<file path="src/rtl/mem_arbiter.sv">
// Shares the single main-memory port between the I-cache (read-only) and the D-cache (read/write).
// Collisions are resolved round-robin; each completion returns as a one-cycle registered ready pulse.
module mem_arbiter #(
    parameter int ADDR_W = 28,
    parameter int DATA_W = 128
) (
    input  logic              clk,
    input  logic              rst,
    input  logic              i_read,
    input  logic [ADDR_W-1:0] i_addr,
    output logic [DATA_W-1:0] i_rdata,
    output logic              i_ready,
    input  logic              d_read,
    input  logic              d_write,
    input  logic [ADDR_W-1:0] d_addr,
    input  logic [DATA_W-1:0] d_wdata,
    output logic [DATA_W-1:0] d_rdata,
    output logic              d_ready,
    output logic              mem_read,
    output logic              mem_write,
    output logic [ADDR_W-1:0] mem_addr,
    output logic [DATA_W-1:0] mem_wdata,
    input  logic [DATA_W-1:0] mem_rdata,
    input  logic              mem_ready,
    output logic [15:0]       cnt_i_grant,
    output logic [15:0]       cnt_d_grant,
    output logic [15:0]       cnt_busy
);
    typedef enum logic [1:0] {IDLE, BUSY, DONE} state_t;
    typedef enum logic {SIDE_I, SIDE_D} side_t;

    localparam logic [15:0] CNT_MAX = 16'hFFFF;

    state_t            state_q, state_d;
    side_t             owner_q, owner_d;
    side_t             last_q, last_d;
    logic              mem_read_q, mem_read_d;
    logic              mem_write_q, mem_write_d;
    logic [ADDR_W-1:0] mem_addr_q, mem_addr_d;
    logic [DATA_W-1:0] mem_wdata_q, mem_wdata_d;
    logic [DATA_W-1:0] i_rdata_q, i_rdata_d;
    logic [DATA_W-1:0] d_rdata_q, d_rdata_d;
    logic              i_ready_q, i_ready_d;
    logic              d_ready_q, d_ready_d;
    logic [15:0]       cnt_i_q, cnt_i_d;
    logic [15:0]       cnt_d_q, cnt_d_d;
    logic [15:0]       cnt_busy_q, cnt_busy_d;
    logic              grant_i, grant_d;

    function automatic logic [15:0] sat_inc(input logic [15:0] v);
        return (v == CNT_MAX) ? v : v + 16'd1;
    endfunction

    // On a collision the side that was not granted last wins.
    always_comb begin
        grant_d = (d_read | d_write) && (!i_read || last_q == SIDE_I);
        grant_i = i_read && !grant_d;
    end

    always_comb begin
        state_d     = state_q;
        owner_d     = owner_q;
        last_d      = last_q;
        mem_read_d  = mem_read_q;
        mem_write_d = mem_write_q;
        mem_addr_d  = mem_addr_q;
        mem_wdata_d = mem_wdata_q;
        i_rdata_d   = i_rdata_q;
        d_rdata_d   = d_rdata_q;
        i_ready_d   = 1'b0;
        d_ready_d   = 1'b0;
        cnt_i_d     = cnt_i_q;
        cnt_d_d     = cnt_d_q;
        cnt_busy_d  = cnt_busy_q;
        case (state_q)
            IDLE: begin
                if (grant_i) begin
                    mem_addr_d  = i_addr;
                    mem_read_d  = 1'b1;
                    mem_write_d = 1'b0;
                    owner_d     = SIDE_I;
                    last_d      = SIDE_I;
                    cnt_i_d     = sat_inc(cnt_i_q);
                    state_d     = BUSY;
                end else if (grant_d) begin
                    // A write-back wins over a read when both are raised together.
                    mem_addr_d  = d_addr;
                    mem_read_d  = !d_write;
                    mem_write_d = d_write;
                    if (d_write) mem_wdata_d = d_wdata;
                    owner_d     = SIDE_D;
                    last_d      = SIDE_D;
                    cnt_d_d     = sat_inc(cnt_d_q);
                    state_d     = BUSY;
                end
            end
            BUSY: begin
                cnt_busy_d = sat_inc(cnt_busy_q);
                if (mem_ready) begin
                    if (mem_read_q) begin
                        if (owner_q == SIDE_I) i_rdata_d = mem_rdata;
                        else                   d_rdata_d = mem_rdata;
                    end
                    i_ready_d   = (owner_q == SIDE_I);
                    d_ready_d   = (owner_q == SIDE_D);
                    mem_read_d  = 1'b0;
                    mem_write_d = 1'b0;
                    state_d     = DONE;
                end
            end
            DONE:    state_d = IDLE;
            default: state_d = IDLE;
        endcase
    end

    always_ff @(posedge clk) begin
        if (rst) begin
            state_q     <= IDLE;
            owner_q     <= SIDE_I;
            last_q      <= SIDE_I;
            mem_read_q  <= 1'b0;
            mem_write_q <= 1'b0;
            mem_addr_q  <= '0;
            mem_wdata_q <= '0;
            i_rdata_q   <= '0;
            d_rdata_q   <= '0;
            i_ready_q   <= 1'b0;
            d_ready_q   <= 1'b0;
            cnt_i_q     <= '0;
            cnt_d_q     <= '0;
            cnt_busy_q  <= '0;
        end else begin
            state_q     <= state_d;
            owner_q     <= owner_d;
            last_q      <= last_d;
            mem_read_q  <= mem_read_d;
            mem_write_q <= mem_write_d;
            mem_addr_q  <= mem_addr_d;
            mem_wdata_q <= mem_wdata_d;
            i_rdata_q   <= i_rdata_d;
            d_rdata_q   <= d_rdata_d;
            i_ready_q   <= i_ready_d;
            d_ready_q   <= d_ready_d;
            cnt_i_q     <= cnt_i_d;
            cnt_d_q     <= cnt_d_d;
            cnt_busy_q  <= cnt_busy_d;
        end
    end

    assign i_rdata     = i_rdata_q;
    assign i_ready     = i_ready_q;
    assign d_rdata     = d_rdata_q;
    assign d_ready     = d_ready_q;
    assign mem_read    = mem_read_q;
    assign mem_write   = mem_write_q;
    assign mem_addr    = mem_addr_q;
    assign mem_wdata   = mem_wdata_q;
    assign cnt_i_grant = cnt_i_q;
    assign cnt_d_grant = cnt_d_q;
    assign cnt_busy    = cnt_busy_q;

endmodule

</file>
<file path="config.mk">
export PLATFORM = sky130hd
export DESIGN_NAME = mem_arbiter
export DESIGN_NICKNAME = d
export VERILOG_FILES = /design/src/rtl/mem_arbiter.sv
export SDC_FILE = /design/constraint.sdc
export NUM_CORES = 1
export LEC_CHECK = 0
export CORE_AREA = 2 2 308 310
export DETAILED_ROUTE_END_ITERATION = 10
export DIE_AREA = 0 0 310 312
export DONT_BUFFER_PORTS = 1
export GPL_TIMING_DRIVEN = 0
export MAX_ROUTING_LAYER = met4
export SLEW_MARGIN = 20
export SYNTH_ARGS = -nofsm -noshare
export SYNTH_HDL_FRONTEND = slang
export SYNTH_SLANG_ARGS = --single-unit
</file>
<file path="constraint.sdc">
create_clock -name clk -period 2 [get_ports clk]
set_input_delay 0.3 -clock clk [delete_from_list [all_inputs] [get_ports clk]]
set_output_delay 0.3 -clock clk [all_outputs]
set_load 0.03 [all_outputs]
</file>
==> results.md, run 1 <==
- Period minus WS final: 1.954 ns
- Synth warnings: 0
- Setup TNS: 0 ns
- Cell Area, Synth: 17200 µm²
- Wirelength per Cell: 22.25 µm
- Slew @ Worst Pin: 0.9607 ns
- Most frequent cells in the layout: nand2_1 (812), dfxtp_1 (427), a21oi_1 (424)
- # rows: 112
- Rel. slew slack: 0.3596
- Lkg Pwr: 0.008203 µW
- Yosys cell types: 50
- Final non-filler cell total: 3847
- Clk root buf: clkbuf_16
- Max cap viols: 0
- Crit Reg-Reg Startpoint: state_q[1]
- First-pass GRT wire length: 117100 µm
- Fmax: 511.9 MHz
- Top cell type's share of synthesized area: 0.5436
- Die area: 96720 µm²
- Hold Worst Slack: 0.1597 ns
- Hold path startpoint: d_write
- Die Ht: 312 µm
- Initial Util: 0.1848
- Worst EP required: 2.52 ns
- Area after DPL: 18810 µm²
- Max-slew violation count: 0
- DRT antenna net count: 0
- Drt drc: 0
- Final period utilization: 0.9768
- Grt ovf: 0
- Initial antenna violation count: 19
- TritonRoute pass-1 iters: 5
- Commonest non-fill, non-tap cell in the layout: nand2_1
- Die W: 310 µm
- EDFF count, synth: 0
- Largest net degree at the start of global routing: 15
- Skew final: 0.01396 ns
- CTS buffer count: 50
- Flop and latch count out of synthesis: 467
- Clock Latency Late Sink: 0.61 ns
- Final hold vios: 0
- RR Endpoint: d_rdata[34]
- Clock-pin slew on the worst setup and hold paths: 0.06 ns
- Leading area contributor after synthesis: dfxtp_1
- DR vias: 17420
- Final Core Density: 0.2589
- Synth Flop Type: dfxtp_1
- Final net count: 2853
- Share of cells above drive strength 1: 0.1035
- Post-DP HPWL: 65580 µm
- CTS max path bufs: 3
- CP Class: reg2reg
- RSZ-0062 raised after global routing: yes
- Clock tree from TritonCTS: done
- Cell area power density: 929.2 nW/µm²
- First DRT Iteration DRCs: 1530
- Worst hold endpoint: cnt_i_grant[3]
- Detailed Route WL: 85590 µm
- Worst setup EP type: register
- Post-Place Cells: 3406
- IO buf count: 0
- VDD IR max: 611.3 µV
- Sequential element share of the synthesized area: 0.5436
- Final Instance Area: 24090 µm²
- GP Congestion: 0.9119
- H-tree levels: 2
- Synthesized Nets: 2472
- WHS Path Cells: 4
- Post-Synthesis Cells: 2151
- Number of global-route vias before repair: 16521
- DR vias/cell: 4.528
- IO Pins: 782
- Register-to-register setup slack: 0.05 ns
- Worst hold-check path type: in2reg
- Mean Syn Cell Area: 7.995 µm²
- WP data arrival: 2.47 ns
- Total GRT Usage: 0.1703
- Maximum net fanout on the critical path: 10
- Outcome: finished clean
- Core area: 93050 µm²
- R2R cell count: 6
- Final setup vio count: 0
- Sink Count: 467
- Fraction of registers with async set/reset: 0
- Synth top area cells: dfxtp_1 (54%), nand2_1 (18%), a21oi_1 (12%)
- CP Launch Type: register
- Layout area overhead: 40.06%
cells in the mapped netlist, types with 3 or more instances:
library cell / instances
ha_1: 3
or2_2: 4
inv_1: 7
or4_1: 24
and3_1: 5
or3_1: 6
nand3_1: 41
nor3_1: 7
o21ai_0: 12
nor2b_1: 8
a311oi_1: 29
a21oi_1: 424
nand2b_1: 4
nor2_1: 45
buf_2: 76
nand4_1: 16
clkbuf_1: 78
and4_1: 6
nor4_1: 10
mux2_2: 7
dfxtp_1: 467
nand2_1: 814
o31ai_1: 25
worst max-delay path, cell delays in order, from the launching register on:
cell	delay, ns
dfxtp_2	0.43
and2b_2	0.28
nand4_1	0.17
buf_4	0.31
clkbuf_4	0.36
nand2_1	0.09
a21oi_1	0.20
registers in the layout (all words and copies together), names as in the netlist, 2 cells and up:
signal	flops
cnt_busy	16
cnt_d_grant	16
cnt_i_grant	16
d_rdata	128
i_rdata	128
mem_addr	28
mem_wdata	128
state_q	2
routing by layer:
metal  track usage  share of wire  vias up
li1              -              -     8026
met1        0.1894           0.39     8272
met2        0.2795           0.47      926
met3       0.05364          0.099      196
met4       0.07279          0.046        0
met5             -              0        -
metrics by stage:
| step | setup WS [ns] | total power [µW] |
|---|---|---|
| finish | 0.04631 | 22380 |
| floorplan | 0.1038 | 11570 |
| global route | -0.01614 | 23140 |
| detailed placement | -0.7090 | 12240 |
| global placement | -0.9583 | 12210 |
| CTS | -0.01063 | 22550 |
worst max path at each step:
stage	start	to	slack [ns]
floorplan	cnt_d_grant[0]	cnt_d_grant[5]	0.10
global placement	rst	i_rdata[31]	-0.96
CTS	cnt_i_grant[1]	cnt_i_grant[10]	-0.01
finish	state_q[1]	d_rdata[34]	0.05
detailed placement	cnt_i_grant[10]	cnt_i_grant[10]	-0.71
global route	cnt_d_grant[0]	cnt_d_grant[15]	-0.02
power breakdown:
group	internal [µW]	switching (µW)	leakage (µW)
clock network	5630	4040	0.000833
logic	825	1220	0.00356
registers	9630	1040	0.00381
cell type report:
cell class | instances | area [µm²]
Fill cell | 10008 | 68960
Sequential cell | 467 | 9442
Multi-Input combinational cell | 1521 | 7242
Timing Repair Buffer | 329 | 3288
Tap cell | 1254 | 1569
Clock buffer | 74 | 1515
Buffer | 156 | 768.2
Clock inverter | 17 | 181.4
Antenna cell | 22 | 55.05
Inverter | 7 | 26.28
cells by family (layout without fill, tap and decap cells):
group | Yosys count | in the layout | share of synthesized area
buffers and inverters | 163 | 583 | 0.04198
other | 0 | 22 | 0
multiplexers | 9 | 9 | 0.005821
flip-flops | 467 | 467 | 0.5436
adder cells (fa/ha/maj) | 3 | 3 | 0.002183
AND/OR/NAND/NOR | 1013 | 1013 | 0.2495
AO/OA/AOI/OAI | 496 | 496 | 0.1569
repair_timing:
item | in CTS | in global routing
endpoints found under the setup margin | 372 | 178
pin swaps | 6 | 6
gates resized for setup | 64 | 40
endpoints found under the hold margin | 420 | 0
buffers inserted | 5 | 9
hold buffers | 314 | 0
No activity file was read; power rests on OpenSTA's default activity.
==> run 2, diff against run 1 <==
Settings changed: CORE_AREA 2 2 308 310 to 2 2 307 309, DIE_AREA 0 0 310 312 to 0 0 309 311, GPL_ROUTABILITY_DRIVEN set to 1.
==> run 2 against run 1 <==
Sequential share of layout area is 0.23 points lower. Non-clock buffer count is 4 lower. Routed wire length decreased by 1.0%. Fmax barely moved. Setup slack improved by 0.0016 ns. Count of clock-buffer cells in the layout down 5. First-iteration DRC count decreased by 9.3%. Core utilization grew 0.19 points. Critical path depth decreased by 2. Largest power group unchanged.
==> results.md, run 2 (same netlist as run 1, synthesis figures left out) <==
- Clk root buf: clkbuf_16
- Final non-filler cell total: 3837
- Fmax: 512.3 MHz
- Crit-path slowest cell: dfxtp_1
- Period minus WS final: 1.952 ns
- Number of global-route vias before repair: 16836
- Sink Count: 467
- Detailed Route WL: 84720 µm
- Post-Place Cells: 3406
- CTS max path bufs: 3
- Buf/Inv on CP: 0
- CP Launch Type: register
- # rows: 112
- First DRT Iteration DRCs: 1387
- WHS Path Cells: 4
- PnR worst setup slack: 0.04793 ns
- Commonest non-fill, non-tap cell in the layout: nand2_1
- Die area: 96100 µm²
- Switching share of power: 0.2757
- Lkg Pwr: 0.008256 µW
- Hold Worst Slack: 0.1049 ns
- Crit Reg-Reg Startpoint: cnt_busy[7]
- Register-to-register setup slack: 0.05 ns
- TritonRoute pass-1 iters: 5
- IO buf count: 0
- Cell family with most CP delay: simple AND/OR/NAND/NOR gates
- Grt ovf: 0
- Comb power frac: 0.086
- VDD IR max: 597.2 µV
- Final period utilization: 0.9760
- DRT antenna net count: 0
- Most frequent cells in the layout: nand2_1 (813), dfxtp_1 (429), a21oi_1 (424)
- DR vias: 17224
- Die W: 309 µm
- Slew @ Worst Pin: 1.011 ns
- Pre-CTS worst setup slack: -0.7185 ns
- Share of cells above drive strength 1: 0.1028
- CP Class: reg2reg
- Fillers: 10029
- Clock-pin slew on the worst setup and hold paths: 0.07 ns
- Post-DP HPWL: 65700 µm
- Met2 Use GR: 0.2900
- Wirelength per Cell: 22.08 µm
- Final setup vio count: 0
- RR Endpoint: cnt_busy[15]
- Drt drc: 0
- Largest net degree at the start of global routing: 15
- Die Ht: 311 µm
- Skew final: 0.04337 ns
- Clock Latency Late Sink: 0.63 ns
- M1 GR Usage: 0.1847
- Routing usage on met3: 0.05769
- Outcome: finished clean
- Clock tree from TritonCTS: done
- Layout area overhead: 40.68%
- Clock power frac: 0.453
- GP Congestion: 0.9108
- Worst hold-check path type: in2reg
- Hold path startpoint: d_write
- Max cap viols: 0
- Register share of total power: 0.461
- CTS buffer count: 52
- Max-slew violation count: 0
- Pint: 16810 µW
- Final net count: 2851
- Cell area power density: 959.1 nW/µm²
- IO Pins: 782
- NetSw: 6397 µW
- Initial antenna violation count: 12
- Total Power: 23200 µW
- WP data arrival: 2.47 ns
- GRT Max-Usage Layer: met2
- Total GRT Usage: 0.1719
- DR vias/cell: 4.489
- H-tree levels: 2
- Initial Util: 0.1854
- Rel. slew slack: 0.3260
- Worst path cell trace: and4_1, nand4_1, nor4_1, mux2_2
- Core area: 92770 µm²
- Worst hold endpoint: cnt_i_grant[3]
- Worst EP required: 2.52 ns
- First-pass GRT wire length: 118400 µm
- R2R cell count: 4
- Final hold vios: 0
- Worst setup EP type: register
- Crit-path max cell delay: 0.65 ns
- Maximum net fanout on the critical path: 8
run 2: cell count changes in the layout (fill, tap and decap cells not counted), moves of 2 or more:
cell / change
clkbuf_4: -3
bufinv_16: +6
clkbuf_1: -3
dfxtp_1: +2
clkbuf_8: -3
diode_2: -8
dfxtp_2: +3
dfxtp_4: -5
run 2: worst max-delay path by stage:
stage,start,endpoint,slack (ns),depth (start not counted)
floorplan,cnt_d_grant[0],cnt_d_grant[5],0.10,6
global placement,rst,i_rdata[118],-0.97,4
detailed placement,cnt_i_grant[9],cnt_i_grant[14],-0.72,5
CTS,cnt_busy[14],cnt_busy[2],0.0004,4
global route,cnt_busy[4],cnt_busy[15],-0.009,4
finish,cnt_busy[7],cnt_busy[15],0.05,4
run 2: worst register-to-register path: stages (launching register included):
cell and delay (ns):
dfxtp_1 0.65, and4_1 0.30, nand4_1 0.14, nor4_1 0.38, mux2_2 0.38
run 2: cell type report:
type | instances | area [µm²] | share of cell area
sequential | 467 | 9427 | 0.3896
multi-input combinational | 1521 | 7259 | 0.3001
timing repair buffer | 325 | 3246 | 0.1342
tap | 1254 | 1569 | 0.06485
clock buffer | 69 | 1478 | 0.06108
buffer | 156 | 774.5 | 0.03201
clock inverter | 24 | 379.1 | 0.01567
antenna | 14 | 35.03 | 0.001448
inverter | 7 | 26.28 | 0.001086
run 2: power by group through the flow:
stage	Sequential (µW)	Combinational [µW]	Clock [µW]
global placement	10900	1300	0
floorplan	10700	900	0
detailed placement	10900	1330	0
global route	10700	2180	11100
CTS	10700	1970	10700
finish	10700	2010	10500
run 2: per-stage QoR:
step                area, µm²    util  setup TNS (ns)
finish                  24190  0.2608               0
global placement        18770  0.2023         -274.78
global route            24180  0.2607        -0.01294
floorplan               17200       -               0
detailed placement      18810  0.2027         -104.92
CTS                     24030  0.2590               0
run 2: timing repair:
item                                   4_1_cts  5_1_grt
pin swaps                                    5        7
setup endpoints to repair                  381      352
buffers inserted                             3        7
endpoints found under the hold margin      423        0
hold buffers                               314        0
resized for setup                           70       31
run 2: per-layer routing:
layer  up-vias  wire length (µm)  share of wire
li1       8007                 -              -
met1      8173             32320           0.38
met2       862             40620           0.48
met3       182              8263          0.098
met4         0              3510          0.041
met5         -                 0              0
